[config.mk]
export PLATFORM = sky130hd
export DESIGN_NAME = stream_frame_arbiter
export DESIGN_NICKNAME = d
export VERILOG_FILES = /design/src/rtl/stream_pkg.sv /design/src/rtl/stream_out_reg.sv /design/src/rtl/stream_frame_arbiter.sv
export SDC_FILE = /design/constraint.sdc
export NUM_CORES = 1
export LEC_CHECK = 0
export ABC_CLOCK_PERIOD_IN_PS = 3800
export CORE_ASPECT_RATIO = 1.2
export CORE_UTILIZATION = 30
export DETAILED_ROUTE_END_ITERATION = 8
export PLACE_DENSITY_LB_ADDON = 0.3
export SYNTH_ARGS = -nofsm -noshare
export SYNTH_HDL_FRONTEND = slang
export SYNTH_HIERARCHICAL = 1
export SYNTH_SLANG_ARGS = --single-unit
[constraint.sdc]
create_clock -name clock_clk -period 3.8 [get_ports clock_clk]
set_input_delay 0.57 -clock clock_clk [delete_from_list [all_inputs] [get_ports clock_clk]]
set_output_delay 0.57 -clock clock_clk [all_outputs]
set_load 0.1 [all_outputs]
[src/rtl/stream_pkg.sv]
// rtl/stream_pkg.sv - shared constants and state type for the stream frame arbiter
package stream_pkg;

  localparam int DEFAULT_DATA_WIDTH = 30;

  typedef enum logic {
    WAIT_SOP = 1'b0,
    STREAM   = 1'b1
  } arb_state_t;

endpackage

[src/rtl/stream_out_reg.sv]
// rtl/stream_out_reg.sv - single-entry output register with downstream back-pressure
module stream_out_reg
  import stream_pkg::*;
#(
  parameter int DATA_WIDTH = DEFAULT_DATA_WIDTH
) (
  input  logic                  clock_clk,
  input  logic                  reset_n,
  input  logic                  load,
  input  logic [DATA_WIDTH-1:0] load_data,
  input  logic                  load_sop,
  input  logic                  load_eop,
  input  logic                  ready_in,
  output logic [DATA_WIDTH-1:0] data_out,
  output logic                  sop_out,
  output logic                  eop_out,
  output logic                  valid_out,
  output logic                  can_load
);

  // The slot is free when empty or when its current beat leaves this cycle.
  assign can_load = ready_in || !valid_out;

  always_ff @(posedge clock_clk) begin
    if (!reset_n) begin
      data_out  <= '0;
      sop_out   <= 1'b0;
      eop_out   <= 1'b0;
      valid_out <= 1'b0;
    end else if (load) begin
      data_out  <= load_data;
      sop_out   <= load_sop;
      eop_out   <= load_eop;
      valid_out <= 1'b1;
    end else if (ready_in) begin
      sop_out   <= 1'b0;
      eop_out   <= 1'b0;
      valid_out <= 1'b0;
    end
  end

endmodule

[src/rtl/stream_frame_arbiter.sv]
// rtl/stream_frame_arbiter.sv - two-source frame arbiter that only switches sources between frames
module stream_frame_arbiter
  import stream_pkg::*;
#(
  parameter int DATA_WIDTH  = DEFAULT_DATA_WIDTH,
  parameter int COUNT_WIDTH = 16
) (
  input  logic                   clock_clk,
  input  logic                   reset_n,
  input  logic                   sel_in,
  input  logic [DATA_WIDTH-1:0]  src0_data,
  input  logic [DATA_WIDTH-1:0]  src1_data,
  input  logic                   src0_sop,
  input  logic                   src1_sop,
  input  logic                   src0_eop,
  input  logic                   src1_eop,
  input  logic                   src0_valid,
  input  logic                   src1_valid,
  output logic                   src0_ready,
  output logic                   src1_ready,
  output logic [DATA_WIDTH-1:0]  data_out,
  output logic                   sop_out,
  output logic                   eop_out,
  output logic                   valid_out,
  input  logic                   ready_in,
  output logic                   active_src,
  output logic                   switch_pending,
  output logic [COUNT_WIDTH-1:0] frame_count
);

  arb_state_t            state, state_nxt;
  logic                  src_q;
  logic                  fresh;
  logic [DATA_WIDTH-1:0] act_data;
  logic                  act_valid, act_sop, act_eop;
  logic                  can_load, accept, forward, frame_end;

  // The first cycle out of reset is a WAIT_SOP entry, so the selection is taken live from sel_in.
  assign active_src     = (fresh && reset_n) ? sel_in : src_q;
  assign switch_pending = sel_in != active_src;

  assign act_data  = active_src ? src1_data  : src0_data;
  assign act_valid = active_src ? src1_valid : src0_valid;
  assign act_sop   = active_src ? src1_sop   : src0_sop;
  assign act_eop   = active_src ? src1_eop   : src0_eop;

  // The idle camera is always drained so it never stalls.
  assign src0_ready = reset_n && (active_src ? 1'b1 : can_load);
  assign src1_ready = reset_n && (active_src ? can_load : 1'b1);

  assign accept    = reset_n && act_valid && can_load;
  assign forward   = accept && ((state == STREAM) || act_sop);
  assign frame_end = forward && act_eop;

  always_comb begin
    state_nxt = state;
    case (state)
      WAIT_SOP: if (forward && !act_eop) state_nxt = STREAM;
      STREAM:   if (frame_end)           state_nxt = WAIT_SOP;
    endcase
  end

  always_ff @(posedge clock_clk) begin
    if (!reset_n) begin
      state       <= WAIT_SOP;
      src_q       <= 1'b0;
      fresh       <= 1'b1;
      frame_count <= '0;
    end else begin
      state <= state_nxt;
      fresh <= 1'b0;
      if (fresh || frame_end) src_q <= sel_in;
      if (frame_end) frame_count <= frame_count + 1'b1;
    end
  end

  stream_out_reg #(
    .DATA_WIDTH(DATA_WIDTH)
  ) u_out_reg (
    .clock_clk(clock_clk),
    .reset_n  (reset_n),
    .load     (forward),
    .load_data(act_data),
    .load_sop (act_sop),
    .load_eop (act_eop),
    .ready_in (ready_in),
    .data_out (data_out),
    .sop_out  (sop_out),
    .eop_out  (eop_out),
    .valid_out(valid_out),
    .can_load (can_load)
  );

endmodule

Word-level counts from Yosys, hierarchy flattened
Cells that the tools add are included.
W data, S select, Z words.
- RAM bits: 0
- register bits: 52
- input bits: 70
- memories kept: 0
- latch bits: 0
- logic and storage cells: 40
- memory bits (read-only): 0
- divide/modulo/power cells: 0
- add/sub/neg operators: 1
- multiply operators: 0
- multiplexer cells: 15
- reductions and logical operators: 14
- shifts and indexed selects: 0
- order comparisons: 0
- eq/ne operators: 1
- bitwise operators: 1
- operators by type and width (operator ; count):
    $mux W30 ; 1
    $add A16 B1 Y16 const B ; 1
    $mux W1 ; 13
    $logic_and A1 B1 Y1 ; 8
    $logic_or A1 B1 Y1 ; 3
    $logic_not A1 Y1 ; 2
    $pmux W1 S2 ; 1
    $reduce_bool A2 Y1 ; 1
    $ne A1 B1 Y1 ; 1
    $not A1 Y1 ; 1

Depth between registers and ports, before layout
Gate-level depths: netlist of the first run.
- depth after elaboration: 9
- gate-level depth with buffers: 9
- mapped depth without buffers: 7

Hierarchy
The synthesis of the first run kept the hierarchy.
- modules (own cells, without submodules) (module ; cells an instance ; area an instance (um2) ; instances):
    stream_frame_arbiter ; 229 ; 1478.9 ; 1
    stream_out_reg ; 107 ; 1291.2 ; 1

Worst setup path before layout of the first run
Ideal clock, no wire load.
- kind: input-to-output
- from: input reset_n
- to: output switch_pending
- path slack: 0.816 ns
- stages on the path: 3
- data required time: 3.230 ns
- data arrival time: 2.414 ns
- buffers on the path: 2
- cell sequence: buf_4 -> clkbuf_1 -> a21oi_1
- longest elaborated chain between the ends: 3
- RTL lines (what ; RTL line ; source):
    from (decl) ; stream_frame_arbiter.sv:9 ; input logic reset_n,
    $logic_and A1 B1 Y1 ; stream_frame_arbiter.sv:39 ; assign active_src = (fresh && reset_n) ? sel_in : src_q;
    $mux W1 ; stream_frame_arbiter.sv:39 ;
    $ne A1 B1 Y1 ; stream_frame_arbiter.sv:40 ; assign switch_pending = sel_in != active_src;
    to (decl) ; stream_frame_arbiter.sv:27 ; output logic switch_pending,
Every way passes these cells.

Worst setup path in the final report of the first run
- from: input sel_in
- to: output src0_ready
- longest elaborated chain between the ends: 3
- RTL lines (what ; RTL line ; source):
    from (decl) ; stream_frame_arbiter.sv:10 ; input logic sel_in,
    $mux W1 ; stream_frame_arbiter.sv:39 ;
    $mux W1 ; stream_frame_arbiter.sv:48 ; assign src0_ready = reset_n && (active_src ? 1'b1 : can_load);
    $logic_and A1 B1 Y1 ; stream_frame_arbiter.sv:48 ;
    to (decl) ; stream_frame_arbiter.sv:19 ; output logic src0_ready,
Every way passes these cells.

==> results of run 1 <==
-- sequential cells by signal, summed over array words and instances, names as in the netlist, named ones only --
name	count
u_out_reg/data_out	30
frame_count	16
u_out_reg/valid_out	1
src_q	1
u_out_reg/eop_out	1
fresh	1
u_out_reg/sop_out	1
-- cells by family (layout without fill, tap and decap cells) --
| kind of cell | count (synthesis) | count (layout) | synth area share |
|---|---|---|---|
| DFF | 52 | 52 | 0.3758 |
| xor gates and xnor gates | 1 | 1 | 0.003162 |
| buffers and inverters | 26 | 141 | 0.06323 |
| muxes | 37 | 37 | 0.1337 |
| AOI/OAI and AO/OA | 36 | 36 | 0.09259 |
| and+or+nand+nor | 183 | 183 | 0.3270 |
| adders and majority gates | 1 | 1 | 0.004516 |
-- routing by layer --
| layer | vias to the layer above | wire length, um | track usage | share of wire |
|---|---|---|---|---|
| met4 | 0 | 83 | 0.04215 | 0.011 |
| met2 | 86 | 3684 | 0.2846 | 0.48 |
| met3 | 7 | 664 | 0.06215 | 0.087 |
| met1 | 1240 | 3229 | 0.1796 | 0.42 |
| met5 | - | 0 | 0 | 0 |
| li1 | 1373 | - | - | - |
-- final timing paths --
check | startpoint | endpoint | cells after the start
worst max register to register | src_q | u_out_reg/data_out[9] | 7
worst min-delay path | register | register | 1
worst min register to register | register | register | 1
worst max-delay path | sel_in | src0_ready | 6
-- cell type report --
type | count | area share
repair buffers | 128 | 0.3075
multi-input cells | 258 | 0.3749
clock buffers | 6 | 0.01970
clock inverters | 2 | 0.009254
well taps | 120 | 0.03582
flip-flops and latches | 52 | 0.2484
inverters | 5 | 0.004478
-- synth_stat cells, drive strengths merged, types with 4 or more instances --
library cell  number
buf                9
dfxtp             52
nand4              5
nor2b             31
inv                4
nor2               5
or4                6
o31ai              7
clkbuf            12
nand2            107
nand2b             5
a21oi             10
mux2i             37
nor4               4
nand3              8
-- report_power, final --
group          internal (mW)  switching [mW]
clock network          0.216           0.190
logic                  0.183           0.340
registers              0.570          0.0165
total                  0.969           0.546
-- through the flow --
stage          instance area, sq um  worst slack [ns]
2_1_floorplan                  2770            0.8163
3_3_place_gp                   4070            0.9657
3_5_place_dp                   4070            0.8913
4_1_cts                        4192            0.9347
5_1_grt                        4192            0.8371
6_report                       4192            0.9214
-- worst max-delay path, cell delays in order --
cell and delay, ns:
clkdlybuf4s50_1 0.56, and3_4 0.24, nor2_2 0.05, inv_1 0.45
o21a_1 0.23, buf_12 0.18
==> results.md, run 1 <==
- Status: complete, no violations
- Vias: 2706
- Worst setup EP type: output port
- WHS: 0.4758 ns
- Global Route Usage Sum: 0.1606
- DP Wirelength: 5648 um
- Worst Path Required: 3.23 ns
- Initial Util: 0.3083
- Setup Buffers After CTS: 0
- R2R setup slack: 1.66 ns
- Wire per inst: 13.42 um
- DRT Wirelength: 7661 um
- Max-Cap Viols: 0
- Antenna-violating nets left: 0
- RSZ-0062 raised after global routing: no
- Post-Syn Instances: 336
- Final min period: 2.879 ns
- Core ar.: 8986 sq um
- Drc violations: 0
- Clock tree buffer depth: 2
- TritonCTS clock tree: yes
- Gr ovfl total: 0
- Setup_tns: 0 ns
- Multi-input gate area: 1572 sq um
- Synth top area cells: dfxtp_1 38%, nand2_1 14%, mux2i_1 13%
- Final setup vio count: 0
- # hold bufs at CTS: 0
- P per Cell Area: 361.6 nW/um^2
- Peak VDD IR: 0.1756 mV
- Final-report hold violation count: 0
- Chip Width: 89.72 um
- Post-synth net total: 407
- HP Class: register to register
- CTS Buf Count: 5
- Most frequent cells in the layout: 117 x clkdlybuf4s50_1, 107 x nand2_1, 52 x dfxtp_1, 37 x mux2i_1, 31 x nor2b_1
- PortBufs: 122
- Utilization after layout: 0.4664
- Post-synth top area share: 0.3758
- Area of the mapped netlist: 2770 sq um
- YS warnings: 6
- WP data arrival: 2.31 ns
- Synth area leader: dfxtp_1
- Area grow syn2layout: 51.31%
- EDFF count, synth: 0
- Crit Path Max Fanout: 12
- Post-Layout Cell Count: 571
- IO Pins: 123
- Synth Area per Inst: 8.245 sq um
- Largest net degree at the start of global routing: 37
- DP Cell Count: 563
- Die Span Y: 107.3 um
- H-tree levels: 2
- Clock Skew: 0.01131 ns
- Commonest non-fill, non-tap cell in the layout: clkdlybuf4s50_1
- Die area: 9624 sq um
- Netlist cell types: 45
- FFs w/ async S/R, synth: 0
- First-pass GRT wire length: 12370 um
- N_diodes: 0
- Sequential share of the synthesized area: 0.3758
- Worst-Margin Slew: 1.026 ns
- Vias in the first global route: 2596
- Max frequency: 347.4 MHz
- Worst Setup Start Kind: input port
- Routed vias/inst: 4.739
- # clock sinks: 52
- Leakage power: 1.558 nW
- Final Power: 1.516 mW
- CTS root buffer: clkbuf_8
- Worst-path clk slew: 0.09 ns
- Post-CTS Resized: 0
- Rows: 38
- Fillcell total: 879
- Initial DRC count: 79
- Worst skew pair latency: 0.31 ns
- Storage cell area: 1041 sq um
- Layout cells sized above 1: 0.06430
- Final period util: 0.7575
- Final #Nets: 521
- Final Max Slew Viols: 0
- CP Class: input port to output port
- Initial antenna violation count: 0
- Most used DFF post-synth: dfxtp_1
- Rel. slew slack: 0.3142
- #FFs+latches synth: 52
- TritonRoute pass-1 iters: 4
- Gpl congestion: 0.7633
Note: power is estimated with default switching activity, not from simulation.
==> run 2: changes to the inputs <==
--- a/config.mk
+++ b/config.mk
@@ -5,7 +5,7 @@
 export SDC_FILE = /design/constraint.sdc
 export NUM_CORES = 1
 export LEC_CHECK = 0
-export ABC_CLOCK_PERIOD_IN_PS = 3800
+export ABC_CLOCK_PERIOD_IN_PS = 2700
 export CORE_ASPECT_RATIO = 1.2
 export CORE_UTILIZATION = 30
 export DETAILED_ROUTE_END_ITERATION = 8
==> constraint.sdc (replaced) <==
create_clock -name clock_clk -period 2.7 [get_ports clock_clk]
set_input_delay 0.405 -clock clock_clk [delete_from_list [all_inputs] [get_ports clock_clk]]
set_output_delay 0.405 -clock clock_clk [all_outputs]
set_load 0.1 [all_outputs]
==> run 2 against run 1 <==
Net effect:
- die area stayed put
- setup slack worse by 0.51 ns
- routed wire length is 4.5% lower
==> results.md, run 2 (same netlist as run 1, synthesis figures left out) <==
- Die Span Y: 107.3 um (unchanged)
- Leakage power: 1.661 nW (+6.6%)
- Max FFs per register: 30 (unchanged)
- PortBufs: 122 (unchanged)
- Gr ovfl total: 0 (unchanged)
- # hold bufs at CTS: 0 (unchanged)
- Layout cells sized above 1: 0.1784 (+0.1141)
- Final-report hold violation count: 0 (unchanged)
- Global Route Usage Sum: 0.1540 (-0.006563)
- First-pass GRT wire length: 12080 um (-2.3%)
- IO Pins: 123 (unchanged)
- Most frequent cells in the layout: 107 x nand2_1, 68 x clkdlybuf4s50_1, 58 x buf_4, 52 x dfxtp_1, 37 x mux2i_1
- Setup_tns: 0 ns (unchanged)
- Internal power: 1.238 mW (+28%)
- Post-CTS Resized: 0 (unchanged)
- Largest regs: u_out_reg/data_out x30, frame_count x16
- Initial antenna violation count: 0 (unchanged)
- Design area: 4084 sq um (-2.6%)
- Setup Buffers After CTS: 0 (unchanged)
- TritonRoute pass-1 iters: 4 (unchanged)
- P per Cell Area: 489.0 nW/um^2 (+35%)
- Clock tree buffer depth: 2 (unchanged)
- Rel. slew slack: 0.6425 (+0.3283)
- Crit path max-delay cell type: clkdlybuf4s50_1
- Core ar.: 8986 sq um (unchanged)
- Sw Share: 0.3804 (+0.01988)
- Final Max Slew Viols: 0 (unchanged)
- Biggest register: u_out_reg/data_out
- Drc violations: 0 (unchanged)
- Chip Width: 89.72 um (unchanged)
- Worst setup EP type: register
- Vias: 2683 (-0.85%)
- Die area: 9624 sq um (unchanged)
- HP Class: register to register
- Worst Path Required: 2.94 ns (-0.29 ns)
- WP data arrival: 2.53 ns (+0.22 ns)
- TritonCTS clock tree: yes
- Buffers & Inverters on Critical Path: 1 (-2)
- Final #Nets: 525 (+0.77%)
- Placed instance area: 4003 sq um (-1.7%)
- # clock sinks: 52 (unchanged)
- Crit path max-delay family: simple AND/OR/NAND/NOR gates
- Largest net degree at the start of global routing: 42 (+14%)
- P_sw: 0.7597 mW (+39%)
- Worst-path clk slew: 0.09 ns (about the same)
- CTS Buf Count: 5 (unchanged)
- CTS root buffer: clkbuf_8
- Commonest non-fill, non-tap cell in the layout: nand2_1
- Max frequency: 436.0 MHz
- DRT Wirelength: 7317 um (-4.5%)
- Rows: 38 (unchanged)
- Peak VDD IR: 0.2194 mV (+25%)
- Vias in the first global route: 2486 (-4.2%)
- Initial DRC count: 78 (-1.3%)
- R2r startpoint: src_q
- Max-Cap Viols: 0 (unchanged)
- Power share of the clock group: 0.218 (-0.050)
- N_diodes: 0 (unchanged)
- Worst skew pair latency: 0.30 ns (about the same)
- Clock Skew: 0.003725 ns (-0.007582 ns)
- H-tree levels: 2 (unchanged)
- Final Power: 1.997 mW (+32%)
- Critical path's largest stage delay: 0.59 ns (+0.03 ns)
- Crit path from: sel_in
- Sequential Power Share: 0.414 (+0.027)
- Wire per inst: 12.75 um (-5.0%)
- DP Wirelength: 5471 um (-3.1%)
- Crit Path Max Fanout: 26 (+14)
- Antenna-violating nets left: 0 (unchanged)
- Final setup vio count: 0 (unchanged)
- Final min period: 2.293 ns
- Routed vias/inst: 4.674 (-1.4%)
- Gpl congestion: 0.8335 (+9.2%)
- CP Class: input port to register
- Initial Util: 0.3083 (unchanged)
- Worst Setup Start Kind: input port
- CP Cell Sequence: clkdlybuf4s50_1 -> and3_4 -> o21ai_0 -> a32o_2 -> or4_1 -> a21oi_1
- Comb pwr share: 0.368 (+0.023)
- Status: complete, no violations
- Final period util: 0.8494
- Worst-Margin Slew: 0.5363 ns (-0.4893 ns)
- RSZ-0062 raised after global routing: no
- Area grow syn2layout: 47.43%
==> run 2: cell count changes in the layout (fill, tap and decap cells not counted), sizes merged <==
cell,previous run,this run
buf,11,64
clkdlybuf4s50,117,68
clkinvlp,0,1
clkbuf,6,5
bufinv,1,0
==> run 2: per-layer routing <==
layer	vias up	global-route usage	part of all wire
li1	1374	-	-
met1	1209	0.1782	0.42
met2	92	0.2725	0.49
met3	8	0.04520	0.079
met4	0	0.04918	0.011
met5	-	0	0
==> run 2: per-stage QoR <==
stage	setup slack, ns	utilization	hold slack [ns]	std cells
3_5_place_dp	0.1211	0.4454	0.4647	567
3_3_place_gp	0.1914	0.4454	0.4502	567
2_1_floorplan	0.04630	-	0.4404	336
5_1_grt	0.3242	0.4545	0.5006	574
4_1_cts	0.4317	0.4545	0.4867	574
6_report	0.4067	0.4545	0.4810	574
==> run 2: path summary, 6_finish.rpt <==
check                                 endpoint  slack [ns]  cells past startpoint
worst min register to register        register        0.48                      1
worst max-delay path            frame_count[6]        0.41                      6
worst max register to register  frame_count[6]        0.62                      5
worst min-delay path                  register        0.48                      1
==> run 2: power groups by stage <==
stage | Clock [mW] | Combinational [mW] | Sequential, mW
floorplan | 0 | 0.284 | 1.07
global placement | 0 | 0.736 | 0.843
detailed placement | 0 | 0.742 | 0.842
CTS | 0.452 | 0.741 | 0.826
global route | 0.494 | 0.779 | 0.832
finish | 0.436 | 0.735 | 0.826
==> run 2: area by class of cell <==
type / count / area, sq um
clock buffers: 5 / 68.82
clock inverters: 2 / 12.51
fillers: 908 / 4902
inverters: 5 / 18.77
multi-input cells: 258 / 1572
flip-flops and latches: 52 / 1041
well taps: 120 / 150.1
repair buffers: 132 / 1221
==> run 3: changes to the inputs <==
--- a/config.mk
+++ b/config.mk
@@ -5,7 +5,7 @@
 export SDC_FILE = /design/constraint.sdc
 export NUM_CORES = 1
 export LEC_CHECK = 0
-export ABC_CLOCK_PERIOD_IN_PS = 2700
+export ABC_CLOCK_PERIOD_IN_PS = 1900
 export CORE_ASPECT_RATIO = 1.2
 export CORE_UTILIZATION = 30
 export DETAILED_ROUTE_END_ITERATION = 8
==> constraint.sdc (replaced) <==
create_clock -name clock_clk -period 1.9 [get_ports clock_clk]
set_input_delay 0.285 -clock clock_clk [delete_from_list [all_inputs] [get_ports clock_clk]]
set_output_delay 0.285 -clock clock_clk [all_outputs]
set_load 0.1 [all_outputs]
==> run 3 against run 2 <==
Net effect:
- global-route usage is 1.0 points higher
- combinational power is 58% higher
- flip-flop and latch count stayed put
- sequential power is 42% higher
==> results.md, run 3 (same netlist as run 1, synthesis figures left out) <==
- Status: complete, no violations
- HP Class: input port to register
- Final min period: 1.854 ns
- CTS root buffer: clkbuf_8
- CTS Buf Count: 5 (unchanged)
- Global Route Usage Sum: 0.1642 (+0.01022)
- Setup_tns: 0 ns (unchanged)
- Wire per inst: 13.50 um (+5.9%)
- R2r startpoint: fresh
- Rel. slew slack: 0.7299 (+0.08739)
- RSZ-0062 raised after global routing: yes
- Rows: 38 (unchanged)
- Crit path from: fresh
- Routed vias/inst: 4.739 (+1.4%)
- Fillcell total: 852 (-6.2%)
- TritonCTS clock tree: yes
- Worst setup EP type: output port
- Final Max Slew Viols: 0 (unchanged)
- TritonRoute pass-1 iters: 4 (unchanged)
- Biggest register: u_out_reg/data_out
- Clock Skew: 0.009926 ns (+0.006201 ns)
- WP data arrival: 1.57 ns (-0.96 ns)
- Max frequency: 539.3 MHz
- Clock tree buffer depth: 2 (unchanged)
- N_diodes: 0 (unchanged)
- Antenna-violating nets left: 0 (unchanged)
- Vias in the first global route: 2661 (+7.0%)
- Leakage power: 1.832 nW (+10%)
- Worst Setup Start Kind: register
- Final #Nets: 546 (+4.0%)
- PortBufs: 122 (unchanged)
- Gr ovfl total: 0 (unchanged)
- Max FFs per register: 30 (unchanged)
- H-tree levels: 2 (unchanged)
- CP Class: register to output port
- Final period util: 0.9759
- Worst-path clk slew: 0.10 ns (about the same)
- Core ar.: 8986 sq um (unchanged)
- Area grow syn2layout: 60.25%
- Chip Width: 89.72 um (unchanged)
- # clock sinks: 52 (unchanged)
- WHS: 0.4674 ns (-0.01367 ns)
- Crit Path Max Fanout: 7 (-73%)
- DRT Wirelength: 8034 um (+9.8%)
- Max-Cap Viols: 0 (unchanged)
- Vias: 2820 (+5.1%)
- Die area: 9624 sq um (unchanged)
- Layout cells sized above 1: 0.2716 (+0.09316)
- Commonest non-fill, non-tap cell in the layout: nand2_1
- P per Cell Area: 676.7 nW/um^2 (+38%)
- Largest net degree at the start of global routing: 47 (+12%)
- Worst-Margin Slew: 0.4052 ns (-0.1311 ns)
- Largest regs: u_out_reg/data_out x30, frame_count x16
- Most frequent cells in the layout: 106 x nand2_1, 72 x buf_4, 66 x clkdlybuf4s50_1, 36 x mux2i_1, 35 x dfxtp_1
- # hold bufs at CTS: 0 (unchanged)
- Worst Path Required: 1.62 ns (-1.32 ns)
- Initial Util: 0.3083 (unchanged)
- First-pass GRT wire length: 12770 um (+5.7%)
- Initial antenna violation count: 0 (unchanged)
- Hold Crit Start: reset_n
- Worst skew pair latency: 0.30 ns (about the same)
- Drc violations: 0 (unchanged)
- Die Span Y: 107.3 um (unchanged)
- Peak VDD IR: 0.3288 mV (+50%)
- IO Pins: 123 (unchanged)
- Initial DRC count: 76 (-2.6%)
- DP Wirelength: 5661 um (+3.5%)
- Final Power: 3.004 mW (+50%)
- Final-report hold violation count: 0 (unchanged)
- Final setup vio count: 0 (unchanged)
- Gpl congestion: 0.8821 (+5.8%)
[run 3: where the power goes]
part | switching [mW] | internal [mW]
Clock | 0.347 | 0.325
Sequential | 0.0374 | 1.14
Combinational | 0.711 | 0.447
Total | 1.10 | 1.91
[run 3: layout make-up]
type	instances	area, sq um	area share
clock buffers	7	96.34	0.02170
well taps	120	150.1	0.03382
flip-flops and latches	52	1077	0.2427
repair buffers	151	1426	0.3213
inverters	5	18.77	0.004228
multi-input cells	260	1670	0.3763
[run 3: final timing paths]
| kind | end | slack, ns | depth (start not counted) |
|---|---|---|---|
| hold reg to reg | register | 0.48 | 1 |
| hold / removal | frame_count[9] | 0.47 | 4 |
| setup reg to reg | frame_count[15] | 0.06 | 6 |
| setup / recovery | src0_ready | 0.05 | 6 |
[run 3: through the flow]
step | util | cells | cell area (sq um) | setup slack [ns]
after global placement | 0.4652 | 580 | 4180 | -0.4048
after CTS | 0.4851 | 591 | 4359 | 0.002024
after global routing | 0.4940 | 595 | 4439 | -0.01875
after floorplan | - | 336 | 2814 | 0.01025
after detailed placement | 0.4652 | 580 | 4180 | -0.4833
final | 0.4940 | 595 | 4439 | 0.04575
[run 3: critical path, stage by stage (launching register included)]
cell     delay (ns)
dfxtp_4        0.39
and3_4         0.20
buf_6          0.12
nor2_4         0.10
inv_2          0.07
o21a_1         0.21
buf_12         0.17
[run 3: timing repair]
| item | CTS | global route |
|---|---|---|
| pin swaps | 1 | 5 |
| hold endpoints to repair | 0 | 0 |
| buffers inserted | 2 | 3 |
| setup endpoints to repair | 50 | 41 |
| gates resized for setup | 9 | 13 |
| cloned | 2 | 1 |
[run 3: routing by layer]
metal,wire [um],track usage
met3,599,0.05085
met2,3939,0.2945
met5,0,0
met4,138,0.05152
met1,3357,0.1856
